[src/rtl/multdiv_ctrl_if.sv]
// Issue, multdiv-control and writeback signals of the multdiv issue controller.
// master = controller side, slave = environment (X stage, multdiv, regfile).
interface multdiv_ctrl_if;
  logic        issue_valid;
  logic        issue_div;
  logic [31:0] issue_a;
  logic [31:0] issue_b;
  logic [4:0]  issue_rd;
  logic [31:0] md_operandA;
  logic [31:0] md_operandB;
  logic        md_ctrl_MULT;
  logic        md_ctrl_DIV;
  logic [31:0] md_result;
  logic        md_exception;
  logic        md_resultRDY;
  logic        stall;
  logic        busy;
  logic        wb_valid;
  logic [4:0]  wb_rd;
  logic [31:0] wb_data;
  logic        timeout;

  modport master (
    input  issue_valid, issue_div, issue_a, issue_b, issue_rd,
    input  md_result, md_exception, md_resultRDY,
    output md_operandA, md_operandB, md_ctrl_MULT, md_ctrl_DIV,
    output stall, busy, wb_valid, wb_rd, wb_data, timeout
  );

  modport slave (
    output issue_valid, issue_div, issue_a, issue_b, issue_rd,
    output md_result, md_exception, md_resultRDY,
    input  md_operandA, md_operandB, md_ctrl_MULT, md_ctrl_DIV,
    input  stall, busy, wb_valid, wb_rd, wb_data, timeout
  );
endinterface

[src/rtl/multdiv_ctrl.sv]
// Issue/writeback controller for the multi-cycle multdiv unit (IDLE -> BUSY -> DONE).
// Define MULTDIV_TIMEOUT_EN to enable the BUSY-cycle watchdog and sticky timeout flag.
module multdiv_ctrl #(
  parameter int TIMEOUT_CYCLES = 64,
  parameter int RSTATUS_REG    = 30,
  parameter int MULT_EXC_CODE  = 4,
  parameter int DIV_EXC_CODE   = 5
) (
  input logic           clock,
  input logic           reset,
  multdiv_ctrl_if.master bus
);

  typedef enum logic [1:0] {IDLE, BUSY, DONE} state_t;

  state_t      state, state_next;
  logic        op_div;
  logic [4:0]  rd_saved;
  logic        accept;
  logic        launch;
  logic        rdy_ok;
  logic        expire;
  logic        finish;

  if (TIMEOUT_CYCLES < 1) begin : g_bad_timeout
    $error("TIMEOUT_CYCLES must be at least 1");
  end

  function automatic logic [31:0] exc_code(input logic div);
    return div ? 32'(DIV_EXC_CODE) : 32'(MULT_EXC_CODE);
  endfunction

  assign accept = (state == IDLE) && bus.issue_valid;
  // The start pulse marks the launch cycle, where RDY may still be left over from the last op.
  assign launch = bus.md_ctrl_MULT | bus.md_ctrl_DIV;
  assign rdy_ok = (state == BUSY) && !launch && bus.md_resultRDY;
  assign finish = rdy_ok | expire;
  assign bus.stall = accept || (state == BUSY);

`ifdef MULTDIV_TIMEOUT_EN
  localparam int CNT_W = $clog2(TIMEOUT_CYCLES + 1);
  logic [CNT_W-1:0] cnt;
  logic             timeout_q;

  // cnt holds the index of the current BUSY cycle, so the limit trips in BUSY cycle TIMEOUT_CYCLES.
  assign expire      = (state == BUSY) && !rdy_ok && (cnt == CNT_W'(TIMEOUT_CYCLES));
  assign bus.timeout = timeout_q;

  always_ff @(posedge clock or posedge reset) begin
    if (reset) begin
      cnt       <= '0;
      timeout_q <= 1'b0;
    end else begin
      if (accept)
        cnt <= CNT_W'(1);
      else if ((state == BUSY) && (cnt != CNT_W'(TIMEOUT_CYCLES)))
        cnt <= cnt + 1'b1;
      if (expire)
        timeout_q <= 1'b1;
    end
  end
`else
  assign expire      = 1'b0;
  assign bus.timeout = 1'b0;
`endif

  always_comb begin
    state_next = state;
    case (state)
      IDLE:    if (bus.issue_valid) state_next = BUSY;
      BUSY:    if (finish) state_next = DONE;
      DONE:    state_next = IDLE;
      default: state_next = IDLE;
    endcase
  end

  always_ff @(posedge clock or posedge reset) begin
    if (reset) begin
      state            <= IDLE;
      op_div           <= 1'b0;
      rd_saved         <= '0;
      bus.md_operandA  <= '0;
      bus.md_operandB  <= '0;
      bus.md_ctrl_MULT <= 1'b0;
      bus.md_ctrl_DIV  <= 1'b0;
      bus.busy         <= 1'b0;
      bus.wb_valid     <= 1'b0;
      bus.wb_rd        <= '0;
      bus.wb_data      <= '0;
    end else begin
      state            <= state_next;
      bus.busy         <= (state_next != IDLE);
      bus.md_ctrl_MULT <= accept && !bus.issue_div;
      bus.md_ctrl_DIV  <= accept && bus.issue_div;
      bus.wb_valid     <= finish;
      if (accept) begin
        bus.md_operandA <= bus.issue_a;
        bus.md_operandB <= bus.issue_b;
        rd_saved        <= bus.issue_rd;
        op_div          <= bus.issue_div;
      end
      // A watchdog expiry reports like a multdiv exception.
      if (finish) begin
        if (rdy_ok && !bus.md_exception) begin
          bus.wb_rd   <= rd_saved;
          bus.wb_data <= bus.md_result;
        end else begin
          bus.wb_rd   <= 5'(RSTATUS_REG);
          bus.wb_data <= exc_code(op_div);
        end
      end
    end
  end

endmodule
[src/flat_wrapper.sv]
// flat-port wrapper written by rule: the top's interface ports become plain ports
module multdiv_ctrl_flat 
#(
  parameter int TIMEOUT_CYCLES = 64,
  parameter int RSTATUS_REG    = 30,
  parameter int MULT_EXC_CODE  = 4,
  parameter int DIV_EXC_CODE   = 5
)
  (clock, reset, bus_issue_valid, bus_issue_div, bus_issue_a, bus_issue_b, bus_issue_rd, bus_md_result, bus_md_exception, bus_md_resultRDY, bus_md_operandA, bus_md_operandB, bus_md_ctrl_MULT, bus_md_ctrl_DIV, bus_stall, bus_busy, bus_wb_valid, bus_wb_rd, bus_wb_data, bus_timeout);
  multdiv_ctrl_if bus_i ();
  input logic clock;
  input logic reset;
  input wire logic [$bits(bus_i.issue_valid)-1:0] bus_issue_valid;
  input wire logic [$bits(bus_i.issue_div)-1:0] bus_issue_div;
  input wire logic [$bits(bus_i.issue_a)-1:0] bus_issue_a;
  input wire logic [$bits(bus_i.issue_b)-1:0] bus_issue_b;
  input wire logic [$bits(bus_i.issue_rd)-1:0] bus_issue_rd;
  input wire logic [$bits(bus_i.md_result)-1:0] bus_md_result;
  input wire logic [$bits(bus_i.md_exception)-1:0] bus_md_exception;
  input wire logic [$bits(bus_i.md_resultRDY)-1:0] bus_md_resultRDY;
  output wire logic [$bits(bus_i.md_operandA)-1:0] bus_md_operandA;
  output wire logic [$bits(bus_i.md_operandB)-1:0] bus_md_operandB;
  output wire logic [$bits(bus_i.md_ctrl_MULT)-1:0] bus_md_ctrl_MULT;
  output wire logic [$bits(bus_i.md_ctrl_DIV)-1:0] bus_md_ctrl_DIV;
  output wire logic [$bits(bus_i.stall)-1:0] bus_stall;
  output wire logic [$bits(bus_i.busy)-1:0] bus_busy;
  output wire logic [$bits(bus_i.wb_valid)-1:0] bus_wb_valid;
  output wire logic [$bits(bus_i.wb_rd)-1:0] bus_wb_rd;
  output wire logic [$bits(bus_i.wb_data)-1:0] bus_wb_data;
  output wire logic [$bits(bus_i.timeout)-1:0] bus_timeout;
  assign bus_i.issue_valid = bus_issue_valid;
  assign bus_i.issue_div = bus_issue_div;
  assign bus_i.issue_a = bus_issue_a;
  assign bus_i.issue_b = bus_issue_b;
  assign bus_i.issue_rd = bus_issue_rd;
  assign bus_i.md_result = bus_md_result;
  assign bus_i.md_exception = bus_md_exception;
  assign bus_i.md_resultRDY = bus_md_resultRDY;
  assign bus_md_operandA = bus_i.md_operandA;
  assign bus_md_operandB = bus_i.md_operandB;
  assign bus_md_ctrl_MULT = bus_i.md_ctrl_MULT;
  assign bus_md_ctrl_DIV = bus_i.md_ctrl_DIV;
  assign bus_stall = bus_i.stall;
  assign bus_busy = bus_i.busy;
  assign bus_wb_valid = bus_i.wb_valid;
  assign bus_wb_rd = bus_i.wb_rd;
  assign bus_wb_data = bus_i.wb_data;
  assign bus_timeout = bus_i.timeout;
  multdiv_ctrl #(.TIMEOUT_CYCLES(TIMEOUT_CYCLES), .RSTATUS_REG(RSTATUS_REG), .MULT_EXC_CODE(MULT_EXC_CODE), .DIV_EXC_CODE(DIV_EXC_CODE)) u_core (.clock(clock), .reset(reset), .bus(bus_i));
endmodule
[config.mk]
export PLATFORM = sky130hd
export DESIGN_NAME = multdiv_ctrl_flat
export DESIGN_NICKNAME = d
export VERILOG_FILES = /design/src/rtl/multdiv_ctrl_if.sv /design/src/rtl/multdiv_ctrl.sv /design/src/flat_wrapper.sv
export SDC_FILE = /design/constraint.sdc
export NUM_CORES = 1
export LEC_CHECK = 0
export CAP_MARGIN = 20
export CORE_MARGIN = 1.5
export CORE_UTILIZATION = 37
export DETAILED_ROUTE_END_ITERATION = 7
export PLACE_DENSITY = 0.77
export SLEW_MARGIN = 20
export SYNTH_ARGS = -nofsm -noshare
export SYNTH_HDL_FRONTEND = slang
export SYNTH_SLANG_ARGS = --single-unit
[constraint.sdc]
create_clock -name clock -period 4.5 [get_ports clock]
set_input_delay 1.35 -clock clock [delete_from_list [all_inputs] [get_ports clock]]
set_output_delay 1.35 -clock clock [all_outputs]
set_load 0.005 [all_outputs]
==> results of run 1 <==
==> routing by layer <==
metal	part of all wire	up-vias	global-route usage	wire, um
li1	-	1429	-	-
met2	0.50	137	0.292	5190
met1	0.40	1507	0.192	4180
met4	0.012	0	0.0625	130
met5	0	-	0	0
met3	0.092	12	0.0745	961
==> cell type report <==
type                    count  area, um^2  area share
clock buffers              20         437      0.0600
multi-input cells         155        1500       0.206
flip-flops and latches    113        2830       0.389
well taps                 147         184      0.0253
inverters                   6        25.0     0.00344
repair buffers            217        2180       0.300
clock inverters            12         118      0.0162
==> metrics by stage <==
step / hold slack, ns / cell area (um^2) / util / setup WS, ns / total power [mW]
2_1_floorplan: 0.473 / 4500 / - / 0.163 / 2.57
3_3_place_gp: 0.470 / 6720 / 0.564 / 0.673 / 3.67
3_5_place_dp: 0.481 / 6720 / 0.564 / 0.663 / 3.75
4_1_cts: 0.492 / 7270 / 0.611 / 0.660 / 5.03
5_1_grt: 0.517 / 7270 / 0.611 / 0.619 / 5.25
6_report: 0.486 / 7270 / 0.611 / 0.672 / 4.95
==> cells in the final DEF, fill, tap and decap left out, drive strengths merged, types with 2 or more instances in the layout <==
cell type	netlist	layout
clkdlybuf4s50	0	212
dfrtp	113	113
mux2	103	103
nor2b	32	32
clkbuf	2	20
nor2	8	8
clkinv	0	7
inv	6	6
mux2i	5	5
buf	15	5
clkinvlp	0	3
bufinv	0	2
nor4	2	2
==> power by group <==
part / total (mW) / switching (mW) / internal, mW / leakage [nW]
sequential: 1.78 / 0.260 / 1.52 / 1.36
clock: 1.25 / 0.444 / 0.806 / 0.269
combinational: 1.92 / 0.575 / 1.35 / 1.43
total: 4.95 / 1.28 / 3.68 / 3.06
==> cells in the mapped netlist (all sizes together) <==
| cell | n |
|---|---|
| nor3b | 1 |
| mux2i | 5 |
| nor2b | 32 |
| buf | 15 |
| dfrtp | 113 |
| nand2 | 1 |
| clkbuf | 2 |
| and2 | 1 |
| mux2 | 103 |
| nor3 | 1 |
| inv | 6 |
| conb | 1 |
| nor4 | 2 |
| nor2 | 8 |
==> registers in the layout (all words and copies together), names as in the netlist <==
| register | flops |
|---|---|
| u_core.bus.busy | 1 |
| u_core.state | 2 |
| u_core.bus.md_ctrl_MULT | 1 |
| u_core.bus.wb_rd | 5 |
| u_core.bus.wb_data | 32 |
| u_core.bus.wb_valid | 1 |
| u_core.op_div | 1 |
| u_core.bus.md_operandA | 32 |
| u_core.bus.md_ctrl_DIV | 1 |
| u_core.rd_saved | 5 |
| u_core.bus.md_operandB | 32 |
==> critical path, delay by kind of cell <==
family / cells / cell delay, ns
buffers and inverters: 2 / 0.97
AND/OR/NAND/NOR: 2 / 0.15
==> how the worst max path moves through the flow <==
stage	start	to	slack [ns]	cells after the start
floorplan	reset	u_core.bus.busy	0.16	1
global placement	bus_issue_valid	bus_stall	0.67	4
detailed placement	bus_issue_valid	bus_stall	0.66	4
CTS	bus_issue_valid	bus_stall	0.66	4
global route	bus_issue_valid	bus_stall	0.62	4
finish	bus_issue_valid	bus_stall	0.67	4
==> kinds of logic after synthesis <==
kind of cell  after synthesis
buf+inv                    23
other cells                 1
simple gates               46
mux                       108
flops                     113
==> metrics.md, run 1 <==
| Metric | Value |
|---|---|
| Status | finished, final reports clean |
| Placed Cells | 638 |
| I/O pin count | 214 |
| Total number of vias | 3085 |
| Post-route DRC | 0 |
| HP Start | u_core.bus.wb_data[1] |
| Wire per inst | 15.6 um |
| CP Class | in -> out |
| Final hold vios | 0 |
| Slew @ Worst Pin | 0.718 ns |
| Largest stage delay on the critical path | 0.50 ns |
| Clock Latency Late Sink | 0.39 ns |
| Initial core utilization | 0.377 |
| Final ANT Viol Nets | 0 |
| Num CTS Buffers | 17 |
| Relative max-transition margin | 0.522 |
| Vias in the first global route | 3519 |
| WP data arrival | 2.48 ns |
| Ranking of synthesized cells by area | dfrtp_1 63%, mux2_2 25%, nor2b_1 4.5%, buf_6 2.0%, mux2i_1 1.1% |
| Std-Cell Rows | 40 |
| R2r endpoint | u_core.bus.md_operandB[30] |
| Core area | 11900 um^2 |
| YS warnings | 0 |
| Non-Filler Instances | 670 |
| Adder-Cell Fraction of Synth Area | 0 |
| Hold Path Stages | 1 |
| Syn Nets | 398 |
| Startpoint Class | primary input |
| P per Cell Area | 681 nW/um^2 |
| Multiplexer share of the synthesized area | 0.269 |
| CTS tree | yes |
| Post-synthesis cell type count | 20 |
| H-tree depth | 4 |
| Max-cap violation count | 0 |
| Post-Synth Simple-Gate Area | 0.0623 |
| Die Y | 113 um |
| Global-route wire length before repair | 17.2 mm |
| Area growth, synth to finish | 61.8% |
| Final setup viols | 0 |
| HPWL after DPL | 7.22 mm |
| Max Fclk | 0.261 GHz |
| Seq/Total Area, Yosys | 0.629 |
| Tot GR Track Use | 0.171 |
| Pin count of the biggest net entering global routing | 73 |
| Post-synth top area share | 0.629 |
| Total grt overflow | 0 |
| Hold Path Sink | u_core.bus.wb_data[1] |
| Port bufs | 212 |
| Antenna violations before repair | 0 |
| Filler cells | 943 |
| Root buffer cell | clkbuf_16 |
| Avg Cell Area, Syn | 15.4 um^2 |
| CP required | 3.15 ns |
| Diodes inserted | 0 |
| DR vias/cell | 4.60 |
| Clock period minus worst slack | 3.83 ns |
| Post-Syn Area | 4500 um^2 |
| Cell count after synthesis | 291 |
| RSZ-0062 raised after global routing | no |
| Final Max Slew Viols | 0 |
| Nets | 617 |
| Worst-path maximum fanout | 3 |
| RePlAce Congestion | 0.675 |
| Clock transition at the registers of the reported paths | 0.05 ns |
| Share of post-route cells with drive strength above 1 | 0.262 |
| Post-cts gate resize count | 0 |
| Largest family of logic cells by synthesized area | multiplexers |
| Die W | 113 um |
| Compound-cell area share of the yosys netlist | 0 |
| Worst Setup End Kind | output port |
| R2R Setup Slk | 2.83 ns |
| CTS Hold Buffers Added | 0 |
| Post-Synth XOR/XNOR Area | 0 |
| Setup Buffers After CTS | 0 |
| Hold crit path type | reg -> reg |
| Clock sink count | 113 |
| Cell taking the most area after synthesis | dfrtp_1 |
| Die area | 12800 um^2 |
| Iter 0 DRT Violations | 70 |
| VDD IR max | 361 uV |
| Cell with the largest stage delay on the worst path | clkdlybuf4s50_1 |
| Skew final | 0.0117 ns |
| Final worst path period share | 0.851 |
| FF-to-FF Start | u_core.state[1] |
| FF-to-FF path depth | 3 |
| Cell Chain, Critical Path | clkdlybuf4s50_1 > nor2_1 > nor2_1 > clkdlybuf4s50_1 |
| Router iterations before antenna repair | 4 |
| Post-Route WL | 10.5 mm |
| FF+latch count, synth | 113 |
| CTS Buffer Depth | 2 |
| Leak pwr | 3.06 nW |
| Setup TNS | 0 ns |
Power figures use the tool's default switching activity.
==> inputs of run 2 (changes only) <==
ABC_CLOCK_PERIOD_IN_PS = 4500   (was default)
CORE_MARGIN = 10   (was 1.5)
SLEW_MARGIN = default   (was 20)
==> run 2 against run 1 <==
Effect of this change: clock power rose by 5%; wire length up 19%; combinational power grew 3%; critical path type unchanged.
==> metrics.md, run 2 (same netlist as run 1, synthesis figures left out) <==
| Metric | Value |
|---|---|
| Max Fclk | 0.259 GHz (-0.96%) |
| H-tree depth | 4 (unchanged) |
| Commonest non-fill, non-tap cell in the layout | clkdlybuf4s50_1 |
| Clock sink count | 113 (unchanged) |
| Skew final | 0.00520 ns (-0.00653 ns) |
| Global-route wire length before repair | 19.5 mm (+14%) |
| WP data arrival | 2.52 ns (+0.04 ns) |
| Worst-path maximum fanout | 3 (unchanged) |
| CTS Hold Buffers Added | 0 (unchanged) |
| Post-route DRC | 0 (unchanged) |
| Num CTS Buffers | 17 (unchanged) |
| Status | finished, final reports clean |
| Port bufs | 212 (unchanged) |
| Area growth, synth to finish | 62.6% |
| Setup Buffers After CTS | 0 (unchanged) |
| Setup TNS | 0 ns (unchanged) |
| Initial core utilization | 0.376 (-0.00158) |
| Max-cap violation count | 0 (unchanged) |
| Busiest grt layer | met2 |
| HPWL after DPL | 9.41 mm (+30%) |
| Vias in the first global route | 3694 (+5.0%) |
| Die area | 17000 um^2 (+32%) |
| Iter 0 DRT Violations | 103 (+47%) |
| Final Max Slew Viols | 0 (unchanged) |
| RePlAce Congestion | 0.729 (+8.0%) |
| CTS tree | yes |
| Top Registers | u_core.bus.md_operandA x32, u_core.bus.md_operandB x32, u_core.bus.wb_data x32 |
| Antenna violations before repair | 0 (unchanged) |
| Met2 usage in global routing | 0.248 (-0.0440) |
| Most frequent cells in the layout | 212 x clkdlybuf4s50_1, 113 x dfrtp_1, 100 x mux2_2, 32 x nor2b_1, 17 x clkbuf_16 |
| Post-cts gate resize count | 0 (unchanged) |
| Hold crit path type | reg -> reg |
| I/O pin count | 214 (unchanged) |
| Global Route met1 Usage | 0.149 (-0.0429) |
| Non-Filler Instances | 668 (-0.30%) |
| Relative max-transition margin | 0.478 (-0.0434) |
| RSZ-0062 raised after global routing | no |
| Total grt overflow | 0 (unchanged) |
| Slew @ Worst Pin | 0.783 ns (+0.0651 ns) |
| Share of post-route cells with drive strength above 1 | 0.257 (-0.00475) |
| DR vias/cell | 4.68 (+1.7%) |
| Pin count of the biggest net entering global routing | 73 (unchanged) |
| Die W | 130 um (+15%) |
| Final ANT Viol Nets | 0 (unchanged) |
| CTS Buffer Depth | 2 (unchanged) |
| Core area | 12000 um^2 (+0.42%) |
| Total number of vias | 3128 (+1.4%) |
| P per Cell Area | 693 nW/um^2 (+1.7%) |
| Met3 usage | 0.0897 (+0.0152) |
| CP Class | in -> out |
| CP required | 3.15 ns (about the same) |
| Tot GR Track Use | 0.151 (-0.0208) |
| Clock Latency Late Sink | 0.41 ns (+0.02 ns) |
| Startpoint Class | primary input |
| Clock transition at the registers of the reported paths | 0.05 ns (about the same) |
| Router iterations before antenna repair | 4 (unchanged) |
| Nets | 616 (-0.16%) |
| Final worst path period share | 0.859 (+0.00824) |
| Wire per inst | 18.6 um (+19%) |
| Post-Route WL | 12.5 mm (+19%) |
| Placed Cells | 637 (-0.16%) |
| Clock period minus worst slack | 3.87 ns (+0.0371 ns) |
| Worst Setup End Kind | output port |
| VDD IR max | 392 uV (+8.4%) |
| Std-Cell Rows | 40 (unchanged) |
| Die Y | 130 um (+15%) |
| Leak pwr | 3.07 nW (+0.63%) |
| Diodes inserted | 0 (unchanged) |
| Final setup viols | 0 (unchanged) |
| Root buffer cell | clkbuf_16 |
| Final hold vios | 0 (unchanged) |
==> run 2: cell count changes in the layout (fill, tap and decap cells not counted) <==
cell,delta
clkinvlp_4,-3
clkbuf_1,+1
buf_12,+1
buf_4,-2
clkbuf_8,+5
clkinv_2,-4
==> run 2: stage by stage <==
| stage | total power [mW] | utilization | area (um^2) | hold slack, ns | setup slack [ns] |
|---|---|---|---|---|---|
| 6_report | 5.06 | 0.611 | 7310 | 0.494 | 0.635 |
| 3_3_place_gp | 3.73 | 0.562 | 6730 | 0.468 | 0.660 |
| 3_5_place_dp | 3.82 | 0.562 | 6730 | 0.488 | 0.631 |
| 5_1_grt | 5.39 | 0.611 | 7310 | 0.515 | 0.583 |
| 4_1_cts | 5.16 | 0.611 | 7310 | 0.499 | 0.622 |
| 2_1_floorplan | 2.57 | - | 4500 | 0.473 | 0.163 |
==> run 2: worst max-delay path, stage by stage <==
cell and delay, ns:
clkdlybuf4s50_1 0.48, nor2_1 0.07, nor2_1 0.10, clkdlybuf4s50_1 0.52
==> run 2: path summary, 6_finish.rpt <==
| path | startpoint | endpoint | slack (ns) | depth (start not counted) |
|---|---|---|---|---|
| worst min-delay path | u_core.bus.wb_data[0] | u_core.bus.wb_data[0] | 0.49 | 1 |
| worst max register to register | u_core.state[1] | u_core.bus.wb_data[16] | 2.54 | 3 |
| worst min register to register | u_core.bus.wb_data[0] | u_core.bus.wb_data[0] | 0.49 | 1 |
| worst max-delay path | bus_issue_valid | bus_stall | 0.63 | 4 |
| max in group asynchronous | reset | u_core.bus.md_operandA[29] | 2.29 | 3 |
| min in group asynchronous | reset | u_core.bus.md_operandB[20] | 1.43 | 2 |
==> run 2: final cells by class <==
type | instances | area, um^2
fillers | 975 | 4650
flip-flops and latches | 113 | 2830
repair buffers | 216 | 2190
multi-input cells | 155 | 1500
clock buffers | 26 | 509
well taps | 147 | 184
clock inverters | 5 | 75.1
inverters | 6 | 25.0
==> run 2: routing by layer <==
metal / wire length (um) / vias to the layer above
li1: - / 1427
met1: 4340 / 1530
met2: 6100 / 144
met3: 1680 / 27
met4: 336 / 0
met5: 0 / -
==> run 2: power by group <==
part / internal, mW / switching [mW] / leakage, nW
Combinational: 1.35 / 0.618 / 1.42
Clock: 0.881 / 0.425 / 0.290
Sequential: 1.52 / 0.264 / 1.36
